`config.mk`:
```
export PLATFORM = sky130hd
export DESIGN_NAME = des_decrypt_key_sched_flat
export DESIGN_NICKNAME = d
export VERILOG_FILES = /design/src/rtl/des_decrypt_key_sched_if.sv /design/src/rtl/des_decrypt_key_sched.sv /design/src/flat_wrapper.sv
export SDC_FILE = /design/constraint.sdc
export NUM_CORES = 1
export LEC_CHECK = 0
export BUFFER_PORTS_ARGS = -buffer_cell sky130_fd_sc_hd__buf_2
export CORE_ASPECT_RATIO = 0.6
export CORE_MARGIN = 5
export CORE_UTILIZATION = 55
export CTS_BUF_LIST = sky130_fd_sc_hd__clkbuf_4 sky130_fd_sc_hd__clkbuf_8
export CTS_CLUSTER_DIAMETER = 100
export CTS_CLUSTER_SIZE = 40
export DETAILED_ROUTE_END_ITERATION = 10
export PLACE_DENSITY = 0.79
export SLEW_MARGIN = 20
export SYNTH_ARGS = -nofsm -noshare
export SYNTH_HDL_FRONTEND = slang
export SYNTH_SLANG_ARGS = --single-unit
```
`constraint.sdc`:
```
create_clock -name clk -period 2.6 [get_ports clk]
set_input_delay 0.39 -clock clk [delete_from_list [all_inputs] [get_ports clk]]
set_output_delay 0.39 -clock clk [all_outputs]
set_load 0.1 [all_outputs]
```
`src/rtl/des_decrypt_key_sched_if.sv`:
```
// Handshake/bus bundle for the DES key schedule.
// The requester side (master) loads a PC1-permuted key and consumes
// subkeys; the schedule itself sits on the slave side.
// Optional macro DES_KEY_SCHED_ENC_MODE_EN adds the encrypt select line.
interface des_decrypt_key_sched_if;
  logic        start;
  logic [55:0] pc1_key;
`ifdef DES_KEY_SCHED_ENC_MODE_EN
  logic        encrypt;
`endif
  logic [47:0] subkey;
  logic        subkey_valid;
  logic        subkey_ready;
  logic [3:0]  round;
  logic        busy;
  logic        done;

`ifdef DES_KEY_SCHED_ENC_MODE_EN
  modport master (
    output start, pc1_key, encrypt, subkey_ready,
    input  subkey, subkey_valid, round, busy, done
  );
  modport slave (
    input  start, pc1_key, encrypt, subkey_ready,
    output subkey, subkey_valid, round, busy, done
  );
`else
  modport master (
    output start, pc1_key, subkey_ready,
    input  subkey, subkey_valid, round, busy, done
  );
  modport slave (
    input  start, pc1_key, subkey_ready,
    output subkey, subkey_valid, round, busy, done
  );
`endif
endinterface

```
`src/rtl/des_decrypt_key_sched.sv`:
```
// DES round-key generator, decrypt order (K16 first, K1 last).
//
// A PC1-permuted key {C0,D0} is loaded into the CD register on start.
// Because the 16 encryption rotations add up to a full 28-bit turn,
// PC2(C0,D0) is already K16; each accepted subkey then rotates both
// halves right by the shift that produced the previous encryption key.
// The subkey output is a purely combinational PC2 of the CD register.
//
// Optional macro DES_KEY_SCHED_ENC_MODE_EN adds an encrypt input, sampled
// with start, that switches to K1..K16 order (left rotations, with the
// first rotation applied at load time). Without the macro the block is
// decrypt-only and the encrypt line does not exist.
module des_decrypt_key_sched #(
  parameter int NROUNDS = 16  // only 16 is meaningful for DES
) (
  input logic                    clk,
  input logic                    rst,
  des_decrypt_key_sched_if.slave bus
);

  localparam logic [3:0] LAST_ROUND = 4'(NROUNDS - 1);

  // PC2 selection table (FIPS 46-3), 1-based source bit of the 56-bit CD
  // value (bit 1 = MSB), listed from output bit 1 (MSB) to output bit 48.
  localparam logic [287:0] PC2_TBL = {
    6'd14, 6'd17, 6'd11, 6'd24, 6'd1,  6'd5,
    6'd3,  6'd28, 6'd15, 6'd6,  6'd21, 6'd10,
    6'd23, 6'd19, 6'd12, 6'd4,  6'd26, 6'd8,
    6'd16, 6'd7,  6'd27, 6'd20, 6'd13, 6'd2,
    6'd41, 6'd52, 6'd31, 6'd37, 6'd47, 6'd55,
    6'd30, 6'd40, 6'd51, 6'd45, 6'd33, 6'd48,
    6'd44, 6'd49, 6'd39, 6'd56, 6'd34, 6'd53,
    6'd46, 6'd42, 6'd50, 6'd36, 6'd29, 6'd32
  };

  typedef enum logic [1:0] {
    IDLE  = 2'd0,
    ROUND = 2'd1,
    DONE  = 2'd2
  } state_t;

  // PC2 compression: walk the table MSB-first and shift the selected
  // CD bits into the result.
  function automatic logic [47:0] pc2(input logic [55:0] cd);
    logic [287:0] tbl;
    logic [47:0]  res;
    logic [5:0]   src;
    logic [5:0]   idx;
    tbl = PC2_TBL;
    res = 48'd0;
    for (int i = 0; i < 48; i++) begin
      src = tbl[287:282];
      idx = 6'd56 - src;
      res = {res[46:0], cd[idx]};
      tbl = tbl << 6'd6;
    end
    return res;
  endfunction

  // The step taken after delivering subkey number r is a single-bit
  // rotation for r = 0, 7, 14 and a double rotation otherwise. This holds
  // for both directions: decrypt uses S[16-r], encrypt uses S[r+2], and
  // S is 1 at positions 1, 2, 9 and 16.
  function automatic logic shift_by_two(input logic [3:0] r);
    return !((r == 4'd0) || (r == 4'd7) || (r == 4'd14));
  endfunction

  // Rotate C and D right independently (no carry between the halves).
  function automatic logic [55:0] rot_right(input logic [55:0] cd,
                                            input logic        two);
    logic [27:0] c;
    logic [27:0] d;
    c = cd[55:28];
    d = cd[27:0];
    if (two) begin
      return {c[1:0], c[27:2], d[1:0], d[27:2]};
    end else begin
      return {c[0], c[27:1], d[0], d[27:1]};
    end
  endfunction

`ifdef DES_KEY_SCHED_ENC_MODE_EN
  // Rotate C and D left independently (no carry between the halves).
  function automatic logic [55:0] rot_left(input logic [55:0] cd,
                                           input logic        two);
    logic [27:0] c;
    logic [27:0] d;
    c = cd[55:28];
    d = cd[27:0];
    if (two) begin
      return {c[25:0], c[27:26], d[25:0], d[27:26]};
    end else begin
      return {c[26:0], c[27], d[26:0], d[27]};
    end
  endfunction
`endif

  state_t      state_r;
  state_t      state_s;
  logic [55:0] cd_r;
  logic [55:0] cd_s;
  logic [3:0]  round_r;
  logic [3:0]  round_s;
  logic        valid_r;
  logic        valid_s;
  logic        done_r;
  logic        done_s;
  logic        busy_r;
  logic        busy_s;
  logic        handshake_s;
`ifdef DES_KEY_SCHED_ENC_MODE_EN
  logic        enc_r;
  logic        enc_s;
`endif

  assign handshake_s = valid_r & bus.subkey_ready;

  // Next-state, key-register update and status flag decode.
  always_comb begin
    state_s = state_r;
    cd_s    = cd_r;
    round_s = round_r;
`ifdef DES_KEY_SCHED_ENC_MODE_EN
    enc_s   = enc_r;
`endif
    case (state_r)
      IDLE: begin
        if (bus.start) begin
          round_s = 4'd0;
          state_s = ROUND;
`ifdef DES_KEY_SCHED_ENC_MODE_EN
          enc_s = bus.encrypt;
          if (bus.encrypt) begin
            // K1 is PC2 of the key after the first (single) left shift.
            cd_s = rot_left(bus.pc1_key, 1'b0);
          end else begin
            cd_s = bus.pc1_key;
          end
`else
          cd_s = bus.pc1_key;
`endif
        end else begin
          state_s = IDLE;
        end
      end
      ROUND: begin
        if (handshake_s) begin
          if (round_r == LAST_ROUND) begin
            // Last subkey taken: CD is left as is until the next load.
            state_s = DONE;
          end else begin
            round_s = round_r + 4'd1;
`ifdef DES_KEY_SCHED_ENC_MODE_EN
            if (enc_r) begin
              cd_s = rot_left(cd_r, shift_by_two(round_r));
            end else begin
              cd_s = rot_right(cd_r, shift_by_two(round_r));
            end
`else
            cd_s = rot_right(cd_r, shift_by_two(round_r));
`endif
          end
        end else begin
          // Stalled: subkey, round and CD hold.
          state_s = ROUND;
        end
      end
      DONE: begin
        // start is deliberately not looked at here.
        state_s = IDLE;
      end
      default: begin
        state_s = IDLE;
      end
    endcase

    valid_s = (state_s == ROUND);
    done_s  = (state_s == DONE);
    busy_s  = (state_s != IDLE);
  end

  // State, CD register, round counter and registered status flags.
  always_ff @(posedge clk or posedge rst) begin
    if (rst) begin
      state_r <= IDLE;
      cd_r    <= 56'd0;
      round_r <= 4'd0;
      valid_r <= 1'b0;
      done_r  <= 1'b0;
      busy_r  <= 1'b0;
`ifdef DES_KEY_SCHED_ENC_MODE_EN
      enc_r   <= 1'b0;
`endif
    end else begin
      state_r <= state_s;
      cd_r    <= cd_s;
      round_r <= round_s;
      valid_r <= valid_s;
      done_r  <= done_s;
      busy_r  <= busy_s;
`ifdef DES_KEY_SCHED_ENC_MODE_EN
      enc_r   <= enc_s;
`endif
    end
  end

  // Subkey is combinational from the CD register: no added latency.
  assign bus.subkey       = pc2(cd_r);
  assign bus.subkey_valid = valid_r;
  assign bus.round        = round_r;
  assign bus.busy         = busy_r;
  assign bus.done         = done_r;

endmodule
```
`src/flat_wrapper.sv`:
```
// flat-port wrapper written by rule: the top's interface ports become plain ports
module des_decrypt_key_sched_flat 
#(
  parameter int NROUNDS = 16                                  
)
  (clk, rst, bus_start, bus_pc1_key, bus_subkey_ready, bus_subkey, bus_subkey_valid, bus_round, bus_busy, bus_done);
  des_decrypt_key_sched_if bus_i ();
  input logic clk;
  input logic rst;
  input wire logic [$bits(bus_i.start)-1:0] bus_start;
  input wire logic [$bits(bus_i.pc1_key)-1:0] bus_pc1_key;
  input wire logic [$bits(bus_i.subkey_ready)-1:0] bus_subkey_ready;
  output wire logic [$bits(bus_i.subkey)-1:0] bus_subkey;
  output wire logic [$bits(bus_i.subkey_valid)-1:0] bus_subkey_valid;
  output wire logic [$bits(bus_i.round)-1:0] bus_round;
  output wire logic [$bits(bus_i.busy)-1:0] bus_busy;
  output wire logic [$bits(bus_i.done)-1:0] bus_done;
  assign bus_i.start = bus_start;
  assign bus_i.pc1_key = bus_pc1_key;
  assign bus_i.subkey_ready = bus_subkey_ready;
  assign bus_subkey = bus_i.subkey;
  assign bus_subkey_valid = bus_i.subkey_valid;
  assign bus_round = bus_i.round;
  assign bus_busy = bus_i.busy;
  assign bus_done = bus_i.done;
  des_decrypt_key_sched #(.NROUNDS(NROUNDS)) u_core (.clk(clk), .rst(rst), .bus(bus_i));
endmodule
```
# After elaboration in Yosys (flattened, before gate mapping)
# Cells that the tools add are included.
# totals
regBits	65
latchBits	0
ramBits	0
romBits	0
output_inout_bits	55
elab_cells	37
n_memories	0
# classes
add_sub_neg	1
mul	0
div	0
magnitude_cmp	0
n_eq_ne	9
shift	0
mux	13
bitwise_logic	1
n_reduce_logical	7
# op_table
cell	n
2-to-1 mux 56 bit	4
case mux 56 bit (2 select lines)	1
2-to-1 mux 4 bit	3
equality test 4 bit, second input constant	2
case mux 4 bit (2 select lines)	1
adder 4 x 1 -> 4 bit, second input constant	1
equality test 2 x 1 -> 1 bit, second input constant	2
equality test 4 x 3 -> 1 bit, second input constant	1
zero test 4 bit	1
2-to-1 mux 2 bit	2
inequality test 2 bit, second input constant	2
case mux 2 bit (2 select lines)	1
AND reduction 4 bit	1
nonzero test 2 bit	2
equality test 2 bit, second input constant	1
zero test 2 bit	1
logical OR 1 bit	2
inequality test 2 x 1 -> 1 bit, second input constant	1
AND 1 bit	1
2-to-1 mux 1 bit	1

# Longest topological paths before layout
# Gate-level depths: netlist of the first run.
# depth
depth_word	7
depth_mapped	8
ltp_nobuf	6

# Worst setup path after synthesis of the first run
# No wires, ideal clock.
# synth_path
path_kind	reg2reg
startpoint	register u_core.round_r[0], in the netlist u_core.bus.round[0]
endpoint	register u_core.cd_r[13]
setup_time_ns	0.126
arrival_ns	2.339
required_ns	2.474
setup_slack_ns	0.135
stages_incl_launch_ff	9
path_buffers	2
synth_period_minus_slack_ns	2.465
path_cell_list	dfrtp_1 inv_1 ha_1 nand2b_4 buf_6 buf_2 mux2i_1 a31oi_1 a221o_1
# synth_between
elab_chain_len	7
word_cells_on_any_way	12
# synth_lines
item	line_no	source
start, declared	des_decrypt_key_sched.sv:102	logic [3:0] round_r;
start signal, assigned	des_decrypt_key_sched.sv:197	round_r <= round_s;
equality test 4 x 3 -> 1 bit or zero test 4 bit (tied branches)	des_decrypt_key_sched.sv:65	return !((r == 4'd0) || (r == 4'd7) || (r == 4'd14));
logical OR 1 bit (2 in a row)	des_decrypt_key_sched.sv:65	
2-to-1 mux 56 bit	des_decrypt_key_sched.sv:75	if (two) begin
2-to-1 mux 56 bit	des_decrypt_key_sched.sv:148	if (round_r == LAST_ROUND) begin
2-to-1 mux 56 bit	des_decrypt_key_sched.sv:147	if (handshake_s) begin
case mux 56 bit (2 select lines)	des_decrypt_key_sched.sv:126	case (state_r)
end signal, assigned	des_decrypt_key_sched.sv:196	cd_r <= cd_s;
end, declared	des_decrypt_key_sched.sv:100	logic [55:0] cd_r;
# Parallel ways exist; a longest one is shown, timed or not. The select of a mux whose other input is x is not followed.
# A chain may end at the register's enable or synchronous reset.

# Final worst setup path of the first run
# layout_path
startpoint	register u_core.round_r[2], in the netlist u_core.bus.round[2]
endpoint	output bus_round[2]
# layout_lines
item	line_no	source
end, declared	flat_wrapper.sv:15	output wire logic [$bits(bus_i.round)-1:0] bus_round;
# No word-level cell between the ends.

==> results of run 1 <==
[cells by family after synthesis]
group	synth area share, %
simple gates	19.3
compound gates	19.5
buf+inv	13.6
flops	33.6
mux	12.8
fa+ha+maj	0.775
xor+xnor	0.362
[sequential cells by signal, summed over array words and instances (netlist names)]
register and cells:
u_core.bus.busy 1, u_core.bus.done 1, u_core.bus.round 4, u_core.bus.subkey_valid 1, u_core.cd_r 56, u_core.state_r 2
[worst max-delay path, delay by kind of cell (launching register included)]
kind | cells | cell delay [ns]
flip-flops | 1 | 0.43
buffers and inverters | 2 | 0.99
[routing by layer]
layer,vias to the layer above,part of all wire (%)
li1,2007,-
met1,2066,47
met2,240,42
met3,21,9.5
met4,0,1.6
met5,-,0
[final cells by class]
type	instances	area, µm²	area share (%)
repair buffers	125	741	14.0
inverters	3	11.3	0.213
clock buffers	13	166	3.15
multi-input cells	352	2580	48.8
clock inverters	3	15.0	0.284
flip-flops and latches	65	1630	30.9
well taps	112	140	2.65
[placed cells by master (no fill, tap or decap), types with 2 or more instances in the layout]
cell type	count
nand2b_1	6
clkbuf_8	11
mux2i_4	2
clkbuf_4	2
buf_2	114
and2b_1	4
inv_1	2
a31oi_1	47
a221o_1	47
a22oi_1	9
o21ai_1	4
ha_1	3
xor2_1	2
a221oi_1	4
o21ai_0	6
nand3_1	96
clkinv_2	3
o31a_1	2
dfrtp_1	64
buf_12	7
nor2b_1	45
buf_4	4
nand2_1	2
mux2i_1	55
nor2_1	5
[worst paths after layout]
| kind | end | slack, ns | cells past startpoint |
|---|---|---|---|
| min in group clk | u_core.cd_r[39] | 0.26 | 2 |
| hold / removal | u_core.cd_r[2] | 0.11 | 3 |
| hold reg to reg | u_core.bus.busy | 0.55 | 1 |
| setup / recovery | bus_round[2] | 0.41 | 2 |
| setup reg to reg | u_core.cd_r[29] | 0.47 | 7 |
| max in group asynchronous | u_core.bus.round[2] | 2.17 | 3 |
[per-stage QoR]
step | util (%) | worst slack, ns | std cells | power [mW] | hold WS, ns
after floorplan | - | 0.135 | 520 | 6.33 | 0.463
after global placement | 59.6 | 0.571 | 657 | 6.71 | 0.490
after detailed placement | 59.6 | 0.478 | 657 | 6.83 | 0.515
after CTS | 61.7 | 0.409 | 673 | 7.67 | 0.119
after global routing | 61.7 | 0.340 | 673 | 8.09 | 0.143
final | 61.7 | 0.409 | 673 | 7.67 | 0.108
[where the power goes]
group          switching, mW  leakage (nW)  total, mW  internal, mW
sequential             0.383         0.849       1.71          1.33
clock                  0.408         0.100      0.823         0.415
combinational           3.71          1.54       5.14          1.43
==> metrics.txt, run 1 <==
status=completed; RSZ-0062 raised after global routing=no; Worst Skew=0.00822 ns; CP Capture Type=output pin; Die Ht=82.7 µm; crit path cell chain=buf_12, buf_2; met1 GRT Util=34.5%; post-synthesis cell type count=35; Commonest cells post-synth=nand3_1, dfrtp_1, mux2i_1; antenna violations before repair=0; Slew HR=62.9%; Synthesized Nets=583; top post-synthesis cells by area=dfrtp_1, mux2i_1, nand3_1, a221o_1, buf_4; part of the cycle the worst path needs=84.3%; PwrDens=1450 nW/µm²; detailed placer's ending HPWL=8140 µm; Die X=131 µm; HP Class=in -> async; ys flop type=dfrtp_1; number of inserted diodes=0; Post-CTS Repair Setup Buffers=0; launching point of the worst reg2reg path=u_core.bus.round[0]; critical path data required time=2.21 ns; Max FO, Critical Path=154; CTS root buffer=clkbuf_8; largest net degree at the start of global routing=155; Final ANT Viol Nets=0; layout cells sized above 1=27.3%; type of the worst setup path=reg -> out; Synth Warn #=0; drt drc=0; Max clock buf depth=2; Buffers on Ports=114; gr usage total=23.2%; Routability Congestion=0.788; post-synthesis sequential area ratio=33.6%; # IOs=115; nets=619; critical path arrival=1.80 ns; largest area contributor in the netlist=dfrtp_1; Max Transition Viols Final=0; GR Util met3=6.42%; final instance area=5280 µm²; first-pass GRT wire length=20600 µm; core box area=8560 µm²; max-cap violations=0; Post-Route Setup TNS=0 ns; 1st-pass router iterations=5; CP max-delay cell=buf_2; GRT Max-Usage Layer=met1; die area=10800 µm²; DP Area=5100 µm²; vias in the first global route=3947; highest clock rate=456 MHz; Clock transition at path regs=0.08 ns; via/cell ratio=6.44; Starting DRT DRC Count=563; number of setup violations in the final report=0; most common cell in the netlist=nand3_1; drt wl/cell=18.5 µm; CP Launch Type=register; clock tree sinks=65; Area Overhead vs Synth=9.07%; # resized after CTS=0; cts bufs inserted=9; FP Rows=26; EDFF count, synth=0; met2 usage=33.0%; CTS tree=built; mapped cell area=4840 µm²; total gr overflow=0; fin crit period=2.19 ns; clk_lat worst skew=0.36 ns; ys async rst share=100%; hold buffers post-CTS=0; Final Hold Fails=0; Yosys top cell area share=33.6%; Largest stage delay, worst path=0.53 ns; Pleak=2.49 nW; Vias=4334; syn avg cell area=9.31 µm²; WL final=12400 µm; synthesized flop and latch total=65; synthesized instance count=520; depth of the CTS H-tree=3; peak supply drop=923 µV; CP startpoint=u_core.bus.round[2]; fill cell count=741; worst-margin pin slew=0.556 ns; initial core utilization=56.6%
(Power assumes the default switching activity.)
==> run 2, diff against run 1 <==
==> constraint.sdc (replaced) <==
create_clock -name clk -period 2.2 [get_ports clk]
set_input_delay 0.33 -clock clk [delete_from_list [all_inputs] [get_ports clk]]
set_output_delay 0.33 -clock clk [all_outputs]
set_load 0.1 [all_outputs]
==> run 2 against run 1 <==
Net effect: cell count increased by 0.89%; wire length decreased by 1.6%; register-to-register slack got worse by 0.22 ns; clock-buffer cell count increased by 2; largest power group unchanged; design area increased by 1.1%; die area unchanged; sequential cell count unchanged; first-iteration DRC count decreased by 11%; largest cell class unchanged; sequential power increased by 22%; combinational power increased by 18%.
==> metrics.txt, run 2 (synthesized netlist as in run 1, its figures left out) <==
status=completed; Final ANT Viol Nets=0 (unchanged); CTS root buffer=clkbuf_8; launching point of the worst reg2reg path=u_core.bus.round[0]; Final Hold Fails=0 (unchanged); first-pass GRT wire length=20200 µm (-1.7%); largest net degree at the start of global routing=64 (-59%); Place WS=0.264 ns (-0.214 ns); Pleak=2.51 nW (+0.98%); drt drc=0 (unchanged); clk_lat worst skew=0.36 ns (about the same); Max FO, Critical Path=25 (-84%); Routability Congestion=0.824 (+4.6%); part of the cycle the worst path needs=93.7%; Die X=131 µm (unchanged); Top reg by flops=u_core.cd_r; Max Transition Viols Final=0 (unchanged); number of setup violations in the final report=0 (unchanged); Reg-to-Reg End=u_core.cd_r[4]; PwrDens=1710 nW/µm² (+18%); # IOs=115 (unchanged); Die Ht=82.7 µm (unchanged); Worst Skew=0.00725 ns (-0.000964 ns); initial core utilization=56.6% (unchanged); post-layout util=62.4% (+0.69 points); die area=10800 µm² (unchanged); FP Rows=26 (unchanged); Post-Layout Cell Count=679 (+0.89%); Reg2Reg Setup Slack=0.25 ns (-0.22 ns); nets=626 (+1.1%); Starting DRT DRC Count=503 (-11%); CTS tree=built; gr usage total=22.6% (-0.58 points); antenna violations before repair=0 (unchanged); max-cap violations=0 (unchanged); commonest non-fill, non-tap cell in the layout=buf_2; fill cell count=743 (+0.27%); WL final=12200 µm (-1.6%); drt wl/cell=18.0 µm (-2.5%); critical path arrival=1.73 ns (-0.07 ns); Max clock buf depth=2 (unchanged); depth of the CTS H-tree=3 (unchanged); Buffers on Ports=114 (unchanged); Worst Hold Path EP=u_core.cd_r[8]; number of flip-flops in the largest register=56 (unchanged); worst-margin pin slew=0.506 ns (-0.0505 ns); fin crit period=2.06 ns; type of the worst setup path=reg -> out; CP Capture Type=output pin; Hold Crit Depth=2; clock tree sinks=65 (unchanged); 1st-pass router iterations=6 (+1); peak supply drop=1110 µV (+21%); Hold Crit Start=bus_pc1_key[8]; FF+latch area=1630 µm² (+0.23%); layout cells sized above 1=28.4% (+1.1 points); detailed placer's ending HPWL=8350 µm (+2.6%); via/cell ratio=6.34 (-1.6%); core box area=8560 µm² (unchanged); Worst Reg-to-Reg Cells=7 (unchanged); Vias=4303 (-0.72%); total gr overflow=0 (unchanged); HP Class=in -> reg; Placed Cells=663 (+0.91%); vias in the first global route=3908 (-0.99%); Area Overhead vs Synth=10.3%; number of inserted diodes=0 (unchanged); final worst-path setup slack=0.138 ns (-0.271 ns); Fin Hold WS=0.205 ns (+0.0970 ns); RSZ-0062 raised after global routing=no; highest clock rate=485 MHz; commonest cells after routing, fill and taps aside=buf_2, nand3_1, dfrtp_1; Clock transition at path regs=0.07 ns (about the same); Slew HR=66.5% (+3.6 points); multi-input logic area=2580 µm² (unchanged); CP Launch Type=register; Post-Route Setup TNS=0 ns (unchanged); critical path data required time=1.87 ns (-0.34 ns); cts bufs inserted=9 (unchanged)
## run 2: cell types whose count changed in the layout (fill, tap and decap cells not counted), sizes merged
cell and change:
buf +6, clkbuf +2, clkinv -3, dlygate4sd3 +1
## run 2: worst max-delay path by stage
stage,cells after the start,from,end
3_5_place_dp,7,u_core.bus.round[0],u_core.cd_r[4]
3_3_place_gp,6,u_core.bus.round[0],u_core.cd_r[30]
2_1_floorplan,8,u_core.bus.round[0],u_core.cd_r[13]
5_1_grt,2,u_core.bus.round[2],bus_round[2]
6_report,2,u_core.bus.round[2],bus_round[2]
4_1_cts,2,u_core.bus.round[2],bus_round[2]
## run 2: timing repair
item                                   CTS  global route
hold buffers                             1             0
buffers inserted                         0             0
resized for setup                        0             0
endpoints found under the hold margin   14             0
## run 2: through the flow
stage / instance area [µm²] / power (mW)
final: 5340 / 9.13
after global routing: 5340 / 9.63
after CTS: 5340 / 9.14
after detailed placement: 5150 / 8.15
after global placement: 5150 / 8.01
after floorplan: 4850 / 7.49
## run 2: routing by layer
| metal | vias up | global-route usage (%) | part of all wire, % |
|---|---|---|---|
| met2 | 203 | 33.1 | 42 |
| li1 | 2013 | - | - |
| met4 | 0 | 6.33 | 1.4 |
| met3 | 20 | 6.66 | 9.6 |
| met5 | - | 0 | 0 |
| met1 | 2067 | 32.5 | 47 |
## run 2: critical path: stages (launching register included)
cell and delay [ns]:
dfrtp_4 0.58, buf_4 0.31, buf_2 0.48
## run 2: area by class of cell
cell class / count / share of cell area [%]
clock buffers: 15 / 3.40
well taps: 112 / 2.62
inverters: 3 / 0.211
flip-flops and latches: 65 / 30.6
repair buffers: 132 / 14.9
multi-input cells: 352 / 48.3
## run 2: where the power goes
group | switching [mW] | leakage (nW) | internal (mW) | total, mW
Clock | 0.456 | 0.0975 | 0.517 | 0.973
Sequential | 0.515 | 0.845 | 1.58 | 2.09
Combinational | 4.31 | 1.57 | 1.76 | 6.07
Total | 5.28 | 2.51 | 3.85 | 9.13
